--- src/rtl/byte_serial_adder.sv ---
// byte_serial_adder: multi-cycle wide adder that feeds one 8-bit adder slice
// a byte at a time, LSB first, with the carry chained through a register.
// The operand/result handshakes are both valid/ready.
// Optional build macro: BYTE_SERIAL_ADDER_SUB_EN adds a 'sub' input that turns
// the operation into a - b (B bytes inverted, carry seeded with 1).

// 8-bit adder slice with carry-out and two's-complement overflow.
module adder_8 (
  input  logic [7:0] a,
  input  logic [7:0] b,
  input  logic       ci,
  output logic [7:0] s,
  output logic       co,
  output logic       of
);

  logic [7:0] low_sum;
  logic [1:0] msb_sum;
  logic       c7;

  // Split at bit 7 so the carry into the sign bit is visible for overflow.
  always_comb begin
    low_sum = 8'({1'b0, a[6:0]}) + 8'({1'b0, b[6:0]}) + 8'(ci);
    c7      = low_sum[7];
    msb_sum = 2'(a[7]) + 2'(b[7]) + 2'(c7);
    s       = {msb_sum[0], low_sum[6:0]};
    co      = msb_sum[1];
    of      = c7 ^ msb_sum[1];
  end

endmodule

module byte_serial_adder #(
  parameter int unsigned NBYTES = 4
) (
  input  logic                  clk,
  input  logic                  rst,
  input  logic                  in_valid,
  output logic                  in_ready,
  input  logic [8*NBYTES-1:0]   a,
  input  logic [8*NBYTES-1:0]   b,
  input  logic                  ci,
`ifdef BYTE_SERIAL_ADDER_SUB_EN
  input  logic                  sub,
`endif
  output logic                  out_valid,
  input  logic                  out_ready,
  output logic [8*NBYTES-1:0]   s,
  output logic                  co,
  output logic                  of
);

  localparam int unsigned W  = 8 * NBYTES;
  localparam int unsigned IW = (NBYTES > 1) ? $clog2(NBYTES) : 1;
  localparam int unsigned OW = IW + 3;

  typedef enum logic [1:0] {
    IDLE = 2'd0,
    RUN  = 2'd1,
    DONE = 2'd2
  } state_t;

  state_t          state_q, state_d;
  logic [IW-1:0]   idx_q, idx_d;
  logic            carry_q, carry_d;
  logic [W-1:0]    a_q, a_d;
  logic [W-1:0]    b_q, b_d;
  logic [W-1:0]    work_q, work_d;
  logic [W-1:0]    s_q, s_d;
  logic            co_q, co_d;
  logic            of_q, of_d;
  logic            out_valid_q, out_valid_d;

  logic [W-1:0]    b_load;
  logic            carry_load;
  logic [OW-1:0]   byte_off;
  logic [7:0]      slice_a, slice_b, slice_s;
  logic            slice_co, slice_of;
  logic            last_byte;

  // Operand conditioning at accept: optional subtract inverts B and seeds carry.
`ifdef BYTE_SERIAL_ADDER_SUB_EN
  assign b_load     = sub ? ~b : b;
  assign carry_load = sub | ci;
`else
  assign b_load     = b;
  assign carry_load = ci;
`endif

  // Byte selection for the current slice.
  assign byte_off  = {idx_q, 3'b000};
  assign slice_a   = a_q[byte_off +: 8];
  assign slice_b   = b_q[byte_off +: 8];
  assign last_byte = (idx_q == IW'(NBYTES - 1));

  adder_8 u_slice (
    .a  (slice_a),
    .b  (slice_b),
    .ci (carry_q),
    .s  (slice_s),
    .co (slice_co),
    .of (slice_of)
  );

  // Operands are accepted only in IDLE and never while reset is asserted.
  assign in_ready  = (state_q == IDLE) && !rst;
  assign out_valid = out_valid_q;
  assign s         = s_q;
  assign co        = co_q;
  assign of        = of_q;

  // Next-state and datapath update.
  always_comb begin
    state_d     = state_q;
    idx_d       = idx_q;
    carry_d     = carry_q;
    a_d         = a_q;
    b_d         = b_q;
    work_d      = work_q;
    s_d         = s_q;
    co_d        = co_q;
    of_d        = of_q;
    out_valid_d = 1'b0;

    unique case (state_q)
      IDLE: begin
        if (in_valid) begin
          a_d     = a;
          b_d     = b_load;
          carry_d = carry_load;
          idx_d   = '0;
          state_d = RUN;
        end
      end

      RUN: begin
        work_d[byte_off +: 8] = slice_s;
        carry_d               = slice_co;
        if (last_byte) begin
          s_d         = work_d;
          co_d        = slice_co;
          of_d        = slice_of;
          out_valid_d = 1'b1;
          state_d     = DONE;
        end else begin
          idx_d = idx_q + IW'(1);
        end
      end

      DONE: begin
        if (out_ready) begin
          state_d = IDLE;
        end else begin
          out_valid_d = 1'b1;
        end
      end

      default: begin
        state_d = IDLE;
      end
    endcase
  end

  // State and datapath registers; reset discards any operation in flight.
  always_ff @(posedge clk or posedge rst) begin
    if (rst) begin
      state_q     <= IDLE;
      idx_q       <= '0;
      carry_q     <= 1'b0;
      a_q         <= '0;
      b_q         <= '0;
      work_q      <= '0;
      s_q         <= '0;
      co_q        <= 1'b0;
      of_q        <= 1'b0;
      out_valid_q <= 1'b0;
    end else begin
      state_q     <= state_d;
      idx_q       <= idx_d;
      carry_q     <= carry_d;
      a_q         <= a_d;
      b_q         <= b_d;
      work_q      <= work_d;
      s_q         <= s_d;
      co_q        <= co_d;
      of_q        <= of_d;
      out_valid_q <= out_valid_d;
    end
  end

endmodule
--- config.mk ---
export PLATFORM = sky130hd
export DESIGN_NAME = byte_serial_adder
export DESIGN_NICKNAME = d
export VERILOG_FILES = /design/src/rtl/byte_serial_adder.sv
export SDC_FILE = /design/constraint.sdc
export NUM_CORES = 1
export LEC_CHECK = 0
export ABC_CLOCK_PERIOD_IN_PS = 7000
export CAP_MARGIN = 30
export CORE_MARGIN = 2
export CORE_UTILIZATION = 53
export CTS_CLUSTER_DIAMETER = 150
export DETAILED_ROUTE_END_ITERATION = 8
export PLACE_DENSITY = 0.79
export SLEW_MARGIN = 20
export SYNTH_ARGS = -nofsm -noshare
export SYNTH_HDL_FRONTEND = slang
export SYNTH_SLANG_ARGS = --single-unit
--- constraint.sdc ---
create_clock -name clk -period 7 [get_ports clk]
set_clock_uncertainty 0.15 [all_clocks]
set_input_delay 1.75 -clock clk [delete_from_list [all_inputs] [get_ports clk]]
set_output_delay 1.75 -clock clk [all_outputs]
set_load 0.02 [all_outputs]
* Yosys cells after proc, flatten, opt, wreduce, memory -nomap -nowiden
Index checks and enable logic that the tools add are counted.
Word-level totals: flip-flop bits (word level) 136, input port bits 69
Operators by class: add/subtract/negate cells 6, equality and inequality tests 7, shift-type cells 4, mux-type cells 13, bitwise operators 1, reduce and logical (&&, ||, !) cells 9
Operator list (count):
- $shiftx A32 B6 Y8 | 2
- $bwmux W32 | 1
- $shift A8 B7 Y32 const A | 1
- $shiftx A8 B7 Y32 | 1
- $mux W2 | 5
- $add A7 B7 Y8 | 1
- $add A8 B1 Y8 | 1
- $ne A2 B2 Y1 const B | 4
- $neg A5 Y7 | 1
- $pmux W2 S3 | 1
- $reduce_and A2 Y1 | 3
- $reduce_and A3 Y1 | 2
- $eq A2 B2 Y1 const B | 2
- $pmux W1 S2 | 2
- $pmux W2 S2 | 1
- $mux W1 | 3
- $add A1 B1 Y2 | 1
- $add A2 B1 Y2 | 1
- $add A2 B1 Y2 const B | 1
- $eq A2 B1 Y1 const B | 1
- $logic_not A2 Y1 | 1
- $reduce_bool A2 Y1 | 1
- $logic_and A1 B1 Y1 | 1
- $logic_not A1 Y1 | 1
- $xor A1 B1 Y1 | 1

* Longest topological paths before layout
Gate-level depths: netlist (run 1).
word-level depth 6, depth in mapped cells 12, depth with buffers taken out 10

* By module
Synthesis (run 1) repeated with hierarchy kept, for this count alone.
Unflattened totals: cells, all modules 536, area, all modules 6525.0 sq um
By module, submodules not included:
- byte_serial_adder | times used 1, cells each 489, area each 6180.9 sq um, seq. area each 3403.3 sq um
- adder_8 | times used 1, cells each 47, area each 344.1 sq um, seq. area each 0.0 sq um

* Worst setup path after synthesis (run 1)
OpenSTA, ideal clock, no wires.
kind input to output, from input rst, to output in_ready, data arrival time 2030 ps, path slack 3070 ps, stages on the path 1, path buffers 0, cells stage by stage nor2_1
Between the ends: cells in the longest elaborated chain, start to end 2
Ends and longest elaborated chain:
- from (decl) | RTL line 37 | input logic rst,
- $logic_not A1 Y1 (no line)
- $logic_and A1 B1 Y1 | RTL line 106 | assign in_ready = (state_q == IDLE) && !rst;
- to (decl) | RTL line 39 | output logic in_ready,
No other way between the ends.

* Worst setup path after layout (run 1)
Same ends and word-level chain as after synthesis.

==> impl_results.md, run 1 <==
- Status: complete, no violations
- TritonCTS clock tree: built
- Worst Max-Slew Pin Slew: around 0.80 ns
- Pwr/cell area: about 560 mW/mm^2
- Switching power total: ~0.0019 W
- Commonest non-fill, non-tap cell in the layout: dfrtp_1
- Via density: between 5 and 6
- Internal power: around 0.0026 W
- Worst vdd ir: around 400 uV
- Leak: ~3.4 nW
- Initial antenna violation count: 0
- Clock Sinks: between 100 and 150
- Hpwl dp: slightly below 10000 um
- Reg clk slew, reported paths: ~0.060 ns
- Max Clk Rate: ~0.21 GHz
- Synth Area per Inst: 12.0 um^2
- Area Overhead vs Synth: 28.3%
- Final Setup Violations: 0
- Switching portion of total power: 0.415
- Final #Nets: between 700 and 800
- Final Hold Fails: 0
- Share of layout cells above drive strength 1: 0.203
- Worst skew pair latency: ~0.41 ns
- DRT Pass-1 Iters: 4
- Post-CTS Hold Buffers: 0
- Synthesized flop and latch total: 136
- Port Buffers: about 100
- DR vias: 4507
- GRT Total Usage: 0.235
- Number of global-route vias before repair: between 4000 and 5000
- Clock Path Buffers: 2
- Netlist cell types: 51
- Critical Path Source Type: primary input
- Hold WS: ~0.32 ns
- CP max FO: 2
- Die footprint: ~0.013 mm^2
- Synth warn: 0
- Global-route wire length before repair: 23200 um
- Clock share of power: 0.197
- Final Max Slew Viols: 0
- Max-cap viol count: 0
- Sum Neg Setup Slack: 0 ns
- Max incr delay on CP: 0.61 ns
- Ports: 105
- DR iter-0 viols: approximately 300
- Largest net degree at the start of global routing: 71
- Critical Path Sink Type: output port
- Total Wirelength: around 14000 um
- Slowest stage cell, crit path: clkdlybuf4s50_1
- RSZ-0062 raised after global routing: false
- Sequential share of the synthesized area: 0.538
- Synth Instances: between 500 and 600
- Num CTS Buffers: 17
- CTS H-tree depth: 4
- Ys async rst share: 1.00
- Clock Tree Root: clkbuf_16
- HP Class: reg2reg
- Antenna Cells: 0
- Post-synth top flop: dfrtp_1
- Grt ovf: 0
- Comb power frac: 0.517
- Critical path type: in2out
- Most frequent cells in the layout: dfrtp_1, clkdlybuf4s50_1, mux2_2
- Cts repair resizes: 0
- Final Cycle Share: 0.689
- Mapped Nets: approximately 620
- Sequential cell fraction of total power: 0.286
- Number of flops mapped to enable cells by yosys: 0
- Starting Density: 0.550
- Most Frequent Cell on Critical Path: clkdlybuf4s50_1
- Die height: between 100 and 150 um
- CP cell instances: clkdlybuf4s50_1, nor2_1, clkdlybuf4s50_1
- Buffers inserted by post-CTS timing repair: 0
- Final min period: roughly 4.8 ns
- Site Rows: 39
- CORE AREA: between 0.01 and 0.015 mm^2
- Required time worst endpoint: 5.10 ns
- DR WL/cell: 17.8 um
- Antenna Nets Post-Route: 0
- Routability-driven placement congestion ratio: 0.858
- CP arrival: roughly 3 ns
- Die extent in x: around 110 um
- Mapped cell area: between 0.006 and 0.007 mm^2
- Relative slew slack: 0.466
- Post-route DRC: 0
## flip-flops by register name (all words and copies together) (netlist names)
register and cells:
a_q 32, b_q 32, state_q 2, co 1, idx_q 2, out_valid 1, carry_q 1, s 32
work_q 32, of 1
## path summary, 6_finish.rpt
check | from | endpoint | slack [ns] | depth (start not counted)
max reg2reg | idx_q[0] | s[15] | 3.07 | 10
max | rst | in_ready | 2.18 | 3
min in group asynchronous | rst | state_q[0] | 1.71 | 2
min reg2reg | work_q[3] | work_q[3] | 0.32 | 2
min | work_q[3] | work_q[3] | 0.32 | 2
max in group asynchronous | rst | s[0] | 3.90 | 4
## kinds of logic (layout without fill, tap and decap cells)
| kind of cell | Yosys count | after routing | synth area share |
|---|---|---|---|
| xor gates and xnor gates | 3 | 3 | 0.00415 |
| buffers and inverters | 46 | 167 | 0.0316 |
| AOI/OAI and AO/OA | 113 | 113 | 0.111 |
| and+or+nand+nor | 132 | 132 | 0.104 |
| DFF | 136 | 136 | 0.538 |
| adders and majority gates | 18 | 18 | 0.0391 |
| muxes | 81 | 81 | 0.173 |
## power groups by stage
stage | Combinational (W) | Sequential (W) | Clock [W]
floorplan | 0.00156 | 0.00133 | 0
global placement | 0.00221 | 0.00129 | 0
detailed placement | 0.00228 | 0.00132 | 0
CTS | 0.00230 | 0.00131 | 0.000902
global route | 0.00255 | 0.00133 | 0.000945
finish | 0.00234 | 0.00129 | 0.000890
## area by class of cell
| cell class | count | area [um^2] |
|---|---|---|
| Timing Repair Buffer | 111 | 1120 |
| Inverter | 24 | 92.6 |
| Multi-Input combinational cell | 347 | 2730 |
| Sequential cell | 136 | 3400 |
| Clock buffer | 19 | 453 |
| Tap cell | 143 | 179 |
| Clock inverter | 13 | 144 |
| Fill cell | 851 | 3390 |
## metal layers
layer  global-route usage  vias to the layer above  routed length [um]
li1                     -                     2106                   -
met1                0.286                     2243                5720
met2                0.402                      137                7370
met3               0.0691                       21                 749
met4               0.0813                        0                 252
met5                    0                        -                   0
## synth_stat cells, types with 2 or more instances
library cell / number / share of area
dfrtp_1: 136 / 0.54
mux2_2: 65 / 0.12
nand2_1: 52 / 0.031
o21ai_0: 51 / 0.040
nor2_1: 39 / 0.023
inv_1: 22 / 0.013
a21oi_1: 19 / 0.015
mux4_2: 16 / 0.057
ha_1: 15 / 0.030
nand2b_1: 14 / 0.014
buf_2: 13 / 0.010
a221oi_1: 11 / 0.015
nor3b_1: 9 / 0.011
a31oi_1: 7 / 0.0069
clkbuf_1: 7 / 0.0042
nand3_1: 4 / 0.0032
o211ai_1: 4 / 0.0047
fa_1: 3 / 0.0095
o21a_1: 3 / 0.0036
o22ai_1: 3 / 0.0030
a21boi_0: 2 / 0.0024
a22o_1: 2 / 0.0028
nor3_1: 2 / 0.0016
o221ai_1: 2 / 0.0028
xnor2_1: 2 / 0.0028
## worst max-delay path: cells and delay by family
family	cells	cell delay, ns
buffers and inverters	2	1.07
AND/OR/NAND/NOR	1	0.11
## per-stage QoR
stage | instance area [um^2] | cells | utilization | setup slack (ns) | power [W]
3_3_place_gp | 7480 | 759 | 0.650 | 2.18 | 0.00350
5_1_grt | 8120 | 793 | 0.705 | 2.10 | 0.00482
3_5_place_dp | 7480 | 759 | 0.650 | 2.18 | 0.00359
4_1_cts | 8080 | 791 | 0.702 | 2.17 | 0.00451
6_report | 8120 | 793 | 0.705 | 2.18 | 0.00452
2_1_floorplan | 6330 | 529 | - | 1.46 | 0.00289
(Power assumes the default switching activity.)
==> run 2: changes to the inputs <==
Settings changed: ABC_CLOCK_PERIOD_IN_PS 7000 to 4600.
Clock period 7 ns to 4.6 ns, I/O delays scaled along.
==> run 2 against run 1 <==
  * Critical path depth increased by 7
  * Clock-buffer cell count down 2
  * Setup slack worse by 1.3 ns
  * Utilization is 0.34 points higher
  * Combinational power rose by 52%
  * First-iteration DRC count rose by 14%
==> impl_results.md, run 2 (synthesized netlist as in run 1, its figures left out) <==
- Status: complete, no violations
- Critical Path Sink Type: flop
- Sum Neg Setup Slack: 0 ns (unchanged)
- Critical Path Source Type: flop
- Antenna Nets Post-Route: 0 (unchanged)
- Final min period: 3.68 ns
- Starting Density: 0.550 (unchanged)
- Worst vdd ir: 439 uV (+9.1%)
- Port Buffers: 104 (unchanged)
- Required time worst endpoint: 4.78 ns (-0.32 ns)
- CTS H-tree depth: 4 (unchanged)
- Commonest non-fill, non-tap cell in the layout: dfrtp_1
- Die height: 113 um (unchanged)
- Final Max Slew Viols: 0 (unchanged)
- Clock Tree Root: clkbuf_16
- Total power: 0.00696 W (+54%)
- Clock Sinks: 136 (unchanged)
- Area Overhead vs Synth: 28.9%
- Routability-driven placement congestion ratio: 0.850 (-0.89%)
- Die extent in x: 113 um (unchanged)
- DR WL/cell: 18.1 um (+1.8%)
- Relative slew slack: 0.415 (-0.0511)
- CP max FO: 18 (+16)
- HP Class: reg2reg
- Placed insts: 762 (+0.40%)
- Ports: 105 (unchanged)
- Site Rows: 39 (unchanged)
- Total Wirelength: 14400 um (+2.0%)
- Pwr/cell area: 852 mW/mm^2 (+53%)
- Reg clk slew, reported paths: 0.06 ns (about the same)
- Initial antenna violation count: 0 (unchanged)
- Non-filler cells, final: 795 (+0.25%)
- CORE AREA: 0.0115 mm^2 (unchanged)
- Cts repair resizes: 0 (unchanged)
- DR vias: 4600 (+2.1%)
- Via density: 5.79 (+1.8%)
- Max Clk Rate: between 0.2 and 0.3 GHz
- Share of layout cells above drive strength 1: 0.206 (+0.00244)
- Number of global-route vias before repair: 4808 (+2.0%)
- Hold WS: 0.329 ns (+0.00671 ns)
- Max-cap viol count: 0 (unchanged)
- Largest net degree at the start of global routing: 73 (+2.8%)
- TritonCTS clock tree: built
- Die footprint: 0.0128 mm^2 (unchanged)
- Final Cycle Share: 0.801
- DRT Pass-1 Iters: 5 (+1)
- Final Hold Fails: 0 (unchanged)
- Post-route DRC: 0 (unchanged)
- Final Setup Violations: 0 (unchanged)
- Most frequent cells in the layout: dfrtp_1, clkdlybuf4s50_1, mux2_2
- CP arrival: 3.87 ns (+0.95 ns)
- Final #Nets: 726 (+0.28%)
- Clock Path Buffers: 2 (unchanged)
- Worst skew pair latency: 0.42 ns (about the same)
- Grt ovf: 0 (unchanged)
- Hpwl dp: 10500 um (+6.3%)
- RSZ-0062 raised after global routing: false
- Worst Max-Slew Pin Slew: 0.871 ns (+0.0760 ns)
- Num CTS Buffers: 17 (unchanged)
- GRT Total Usage: 0.238 (+0.00247)
- Post-CTS Hold Buffers: 0 (unchanged)
- Global-route wire length before repair: 23500 um (+1.3%)
- Antenna Cells: 0 (unchanged)
- DR iter-0 viols: 338 (+14%)
- Critical path type: reg2reg
- Leak: 3.45 nW (+0.58%)
- Final Util: 0.709 (+0.00337)
- Buffers inserted by post-CTS timing repair: 0 (unchanged)
==> run 2: cell types whose count changed in the layout (fill, tap and decap cells not counted), sizes merged <==
| cell | previous run | this run |
|---|---|---|
| bufinv | 2 | 3 |
| buf | 7 | 9 |
| clkinvlp | 4 | 3 |
| clkbuf | 19 | 17 |
| inv | 26 | 28 |
==> run 2: routing by layer <==
layer  track usage  up-vias  part of all wire
met2         0.403      183              0.51
li1              -     2116                 -
met1         0.298     2283              0.41
met3        0.0562       18             0.060
met4        0.0886        0             0.017
met5             0        -                 0
==> run 2: area by class of cell <==
class,instances,area [um^2]
Timing Repair Buffer,113,1140
Clock buffer,17,425
Inverter,24,93.8
Fill cell,847,3350
Multi-Input combinational cell,347,2730
Clock inverter,15,189
Tap cell,143,179
Sequential cell,136,3400
==> run 2: worst paths after layout <==
check | from | end | slack (ns) | cells past startpoint
setup / recovery | idx_q[0] | s[23] | 0.92 | 10
hold / removal | work_q[19] | work_q[19] | 0.33 | 2
setup reg to reg | idx_q[0] | s[23] | 0.92 | 10
hold reg to reg | work_q[19] | work_q[19] | 0.33 | 2
max in group asynchronous | rst | b_q[9] | 2.56 | 3
min in group asynchronous | rst | state_q[0] | 0.98 | 3
==> run 2: where the power goes <==
group	internal, W	switching (W)
registers	0.00169	0.000315
logic	0.00151	0.00204
clock network	0.000863	0.000538
total	0.00407	0.00289
==> run 2: worst max-delay path, stage by stage, from the launching register on <==
cell and delay (ns):
dfrtp_1 0.60, buf_12 0.24, mux4_2 0.54, fa_1 0.41
a21oi_1 0.29, o211a_1 0.25, nor2_1 0.06, nor2_1 0.15
fa_1 0.54, nand2b_1 0.20, a31oi_1 0.18
==> run 2: through the flow <==
stage | setup slack (ns) | area (um^2)
2_1_floorplan | 1.13 | 6330
6_report | 0.915 | 8160
4_1_cts | 0.905 | 8130
5_1_grt | 0.683 | 8160
3_3_place_gp | 0.983 | 7520
3_5_place_dp | 0.948 | 7520
==> run 3: changes to the inputs <==
Settings changed: ABC_CLOCK_PERIOD_IN_PS 4600 to 3600.
Clock period 4.6 ns to 3.6 ns, I/O delays scaled along.
==> run 3 against run 2 <==
  * Maximum frequency increased by 9.6%
  * Register-to-register slack got worse by 0.68 ns
  * Routed wire length decreased by 1.4%
  * Sequential power increased by 25%
  * Largest cell class unchanged
  * Largest power group unchanged
==> impl_results.md, run 3 (synthesized netlist as in run 1, its figures left out) <==
- Clock Tree Root: clkbuf_16
- Die height: 113 um (unchanged)
- Max Clk Rate: 0.297 GHz (+9.6%)
- Critical Path Source Type: flop
- Most Frequent Cell on Critical Path: nor2_1
- Critical path launch point: idx_q[0]
- Num CTS Buffers: 17 (unchanged)
- Clock Sinks: 136 (unchanged)
- CTS H-tree depth: 4 (unchanged)
- Pwr/cell area: 1090 mW/mm^2 (+28%)
- Worst vdd ir: 613 uV (+40%)
- Die footprint: 0.0128 mm^2 (unchanged)
- DR WL/cell: 17.8 um (-1.6%)
- CORE AREA: 0.0115 mm^2 (unchanged)
- Final Max Slew Viols: 0 (unchanged)
- CP arrival: 3.51 ns (-0.36 ns)
- Share of layout cells above drive strength 1: 0.206 (+0.000901)
- Via density: 5.69 (-1.6%)
- DRT Pass-1 Iters: 4 (-1)
- Worst Max-Slew Pin Slew: 0.811 ns (-0.0603 ns)
- Worst skew pair latency: 0.41 ns (about the same)
- Area occupied by multi-input gates: 0.00274 mm^2 (+0.32%)
- R2R Setup Slk: 0.24 ns (-0.68 ns)
- Slowest stage cell, crit path: fa_2
- Sum Neg Setup Slack: 0 ns (unchanged)
- DR vias: 4536 (-1.4%)
- Final Setup Violations: 0 (unchanged)
- Antenna Nets Post-Route: 0 (unchanged)
- Leak: 3.44 nW (-0.34%)
- Die extent in x: 113 um (unchanged)
- RR Endpoint: s[7]
- FF-to-FF path depth: 11 (+1)
- HP Class: reg2reg
- Register Area: 0.00340 mm^2 (unchanged)
- Fillers: 838 (-1.1%)
- TritonCTS clock tree: built
- Hpwl dp: 10300 um (-1.3%)
- Relative slew slack: 0.459 (+0.0444)
- Max-cap viol count: 0 (unchanged)
- Worst setup endpoint: s[7]
- Source of the worst register-to-register timing path: idx_q[0]
- Critical Path Sink Type: flop
- Site Rows: 39 (unchanged)
- Final min period: 3.36 ns (-0.322 ns)
- GRT Total Usage: 0.235 (-0.00260)
- Clock Path Buffers: 2 (unchanged)
- Number of global-route vias before repair: 4688 (-2.5%)
- CP max FO: 18 (unchanged)
- Antenna Cells: 0 (unchanged)
- Most frequent cells in the layout: dfrtp_1, clkdlybuf4s50_1, mux2_2
- Area after DPL: 0.00759 mm^2 (+0.90%)
- CP cell instances: buf_12, mux4_2, ha_1, nand2_1, o211a_1, nor2_1, nor2_1, fa_2, inv_1, a221oi_1, nor2_1
- Non-filler cells, final: 797 (+0.25%)
- Routability-driven placement congestion ratio: 0.853 (+0.38%)
- Status: complete, no violations
- Ports: 105 (unchanged)
- Total Wirelength: 14200 um (-1.4%)
- Initial antenna violation count: 0 (unchanged)
- Reg clk slew, reported paths: 0.05 ns (about the same)
- Area Overhead vs Synth: 28.5%
- Post-route DRC: 0 (unchanged)
- Final #Nets: 729 (+0.41%)
- Required time worst endpoint: 3.74 ns (-1.04 ns)
- Hold WS: 0.328 ns (-0.000958 ns)
- Port Buffers: 104 (unchanged)
- Final Cycle Share: 0.934 (+0.133)
- Grt ovf: 0 (unchanged)
- Max incr delay on CP: 0.61 ns (about the same)
- Final Util: 0.707 (-0.00206)
- Largest net degree at the start of global routing: 84 (+15%)
- Final Instance Area: 0.00814 mm^2 (-0.29%)
- Commonest non-fill, non-tap cell in the layout: dfrtp_1
- Final Hold Fails: 0 (unchanged)
- Critical path type: reg2reg
- Buffers inserted by post-CTS timing repair: 0 (unchanged)
- RSZ-0062 raised after global routing: false
- DR iter-0 viols: 358 (+5.9%)
- Placed insts: 766 (+0.52%)
- Global-route wire length before repair: 23400 um (-0.76%)
- Starting Density: 0.550 (unchanged)
==> run 3: area by class of cell <==
type,instances,share of cell area
Clock inverter,8,0.00907
Multi-Input combinational cell,347,0.337
Timing Repair Buffer,116,0.145
Clock buffer,23,0.0575
Sequential cell,136,0.418
Tap cell,143,0.0220
Inverter,24,0.0115
==> run 3: what timing repair did <==
item | in CTS | in global routing
gates resized for setup | 0 | 3
endpoints found under the hold margin | 0 | 0
hold buffers | 0 | 0
endpoints found under the setup margin | 0 | 4
==> run 3: report_power, final <==
| group | switching [W] | total, W | internal (W) |
|---|---|---|---|
| Combinational | 0.00268 | 0.00475 | 0.00206 |
| Sequential | 0.000357 | 0.00252 | 0.00216 |
| Clock | 0.000615 | 0.00159 | 0.000977 |
| Total | 0.00366 | 0.00886 | 0.00520 |
==> run 3: per-stage QoR <==
| step | worst slack, ns | power [W] |
|---|---|---|
| after CTS | 0.159 | 0.00881 |
| after floorplan | 0.126 | 0.00563 |
| after detailed placement | 0.169 | 0.00717 |
| after global placement | 0.292 | 0.00697 |
| final | 0.237 | 0.00886 |
| after global routing | 0.0209 | 0.00940 |
==> run 3: worst min path at each step <==
stage / start / end / slack (ns) / cells past startpoint
6_report: work_q[14] / work_q[14] / 0.33 / 2
5_1_grt: work_q[29] / work_q[29] / 0.34 / 2
4_1_cts: work_q[29] / work_q[29] / 0.33 / 2
3_5_place_dp: work_q[29] / work_q[29] / 0.31 / 2
3_3_place_gp: work_q[19] / work_q[19] / 0.31 / 2
2_1_floorplan: work_q[3] / work_q[3] / 0.29 / 2
==> run 3: routing by layer <==
layer | wire length, um | part of all wire | GRT usage
met5 | 0 | 0 | 0
met4 | 167 | 0.012 | 0.0821
met3 | 628 | 0.044 | 0.0514
met1 | 6040 | 0.43 | 0.298
met2 | 7350 | 0.52 | 0.401
==> run 3: worst max-delay path: cells and delay by family, from the launching register on <==
kind            cells  cell delay [ns]
compound gates      2             0.51
fa+ha+maj           2             1.00
buf+inv             2             0.25
simple gates        4             0.41
mux                 1             0.52
flops               1             0.40
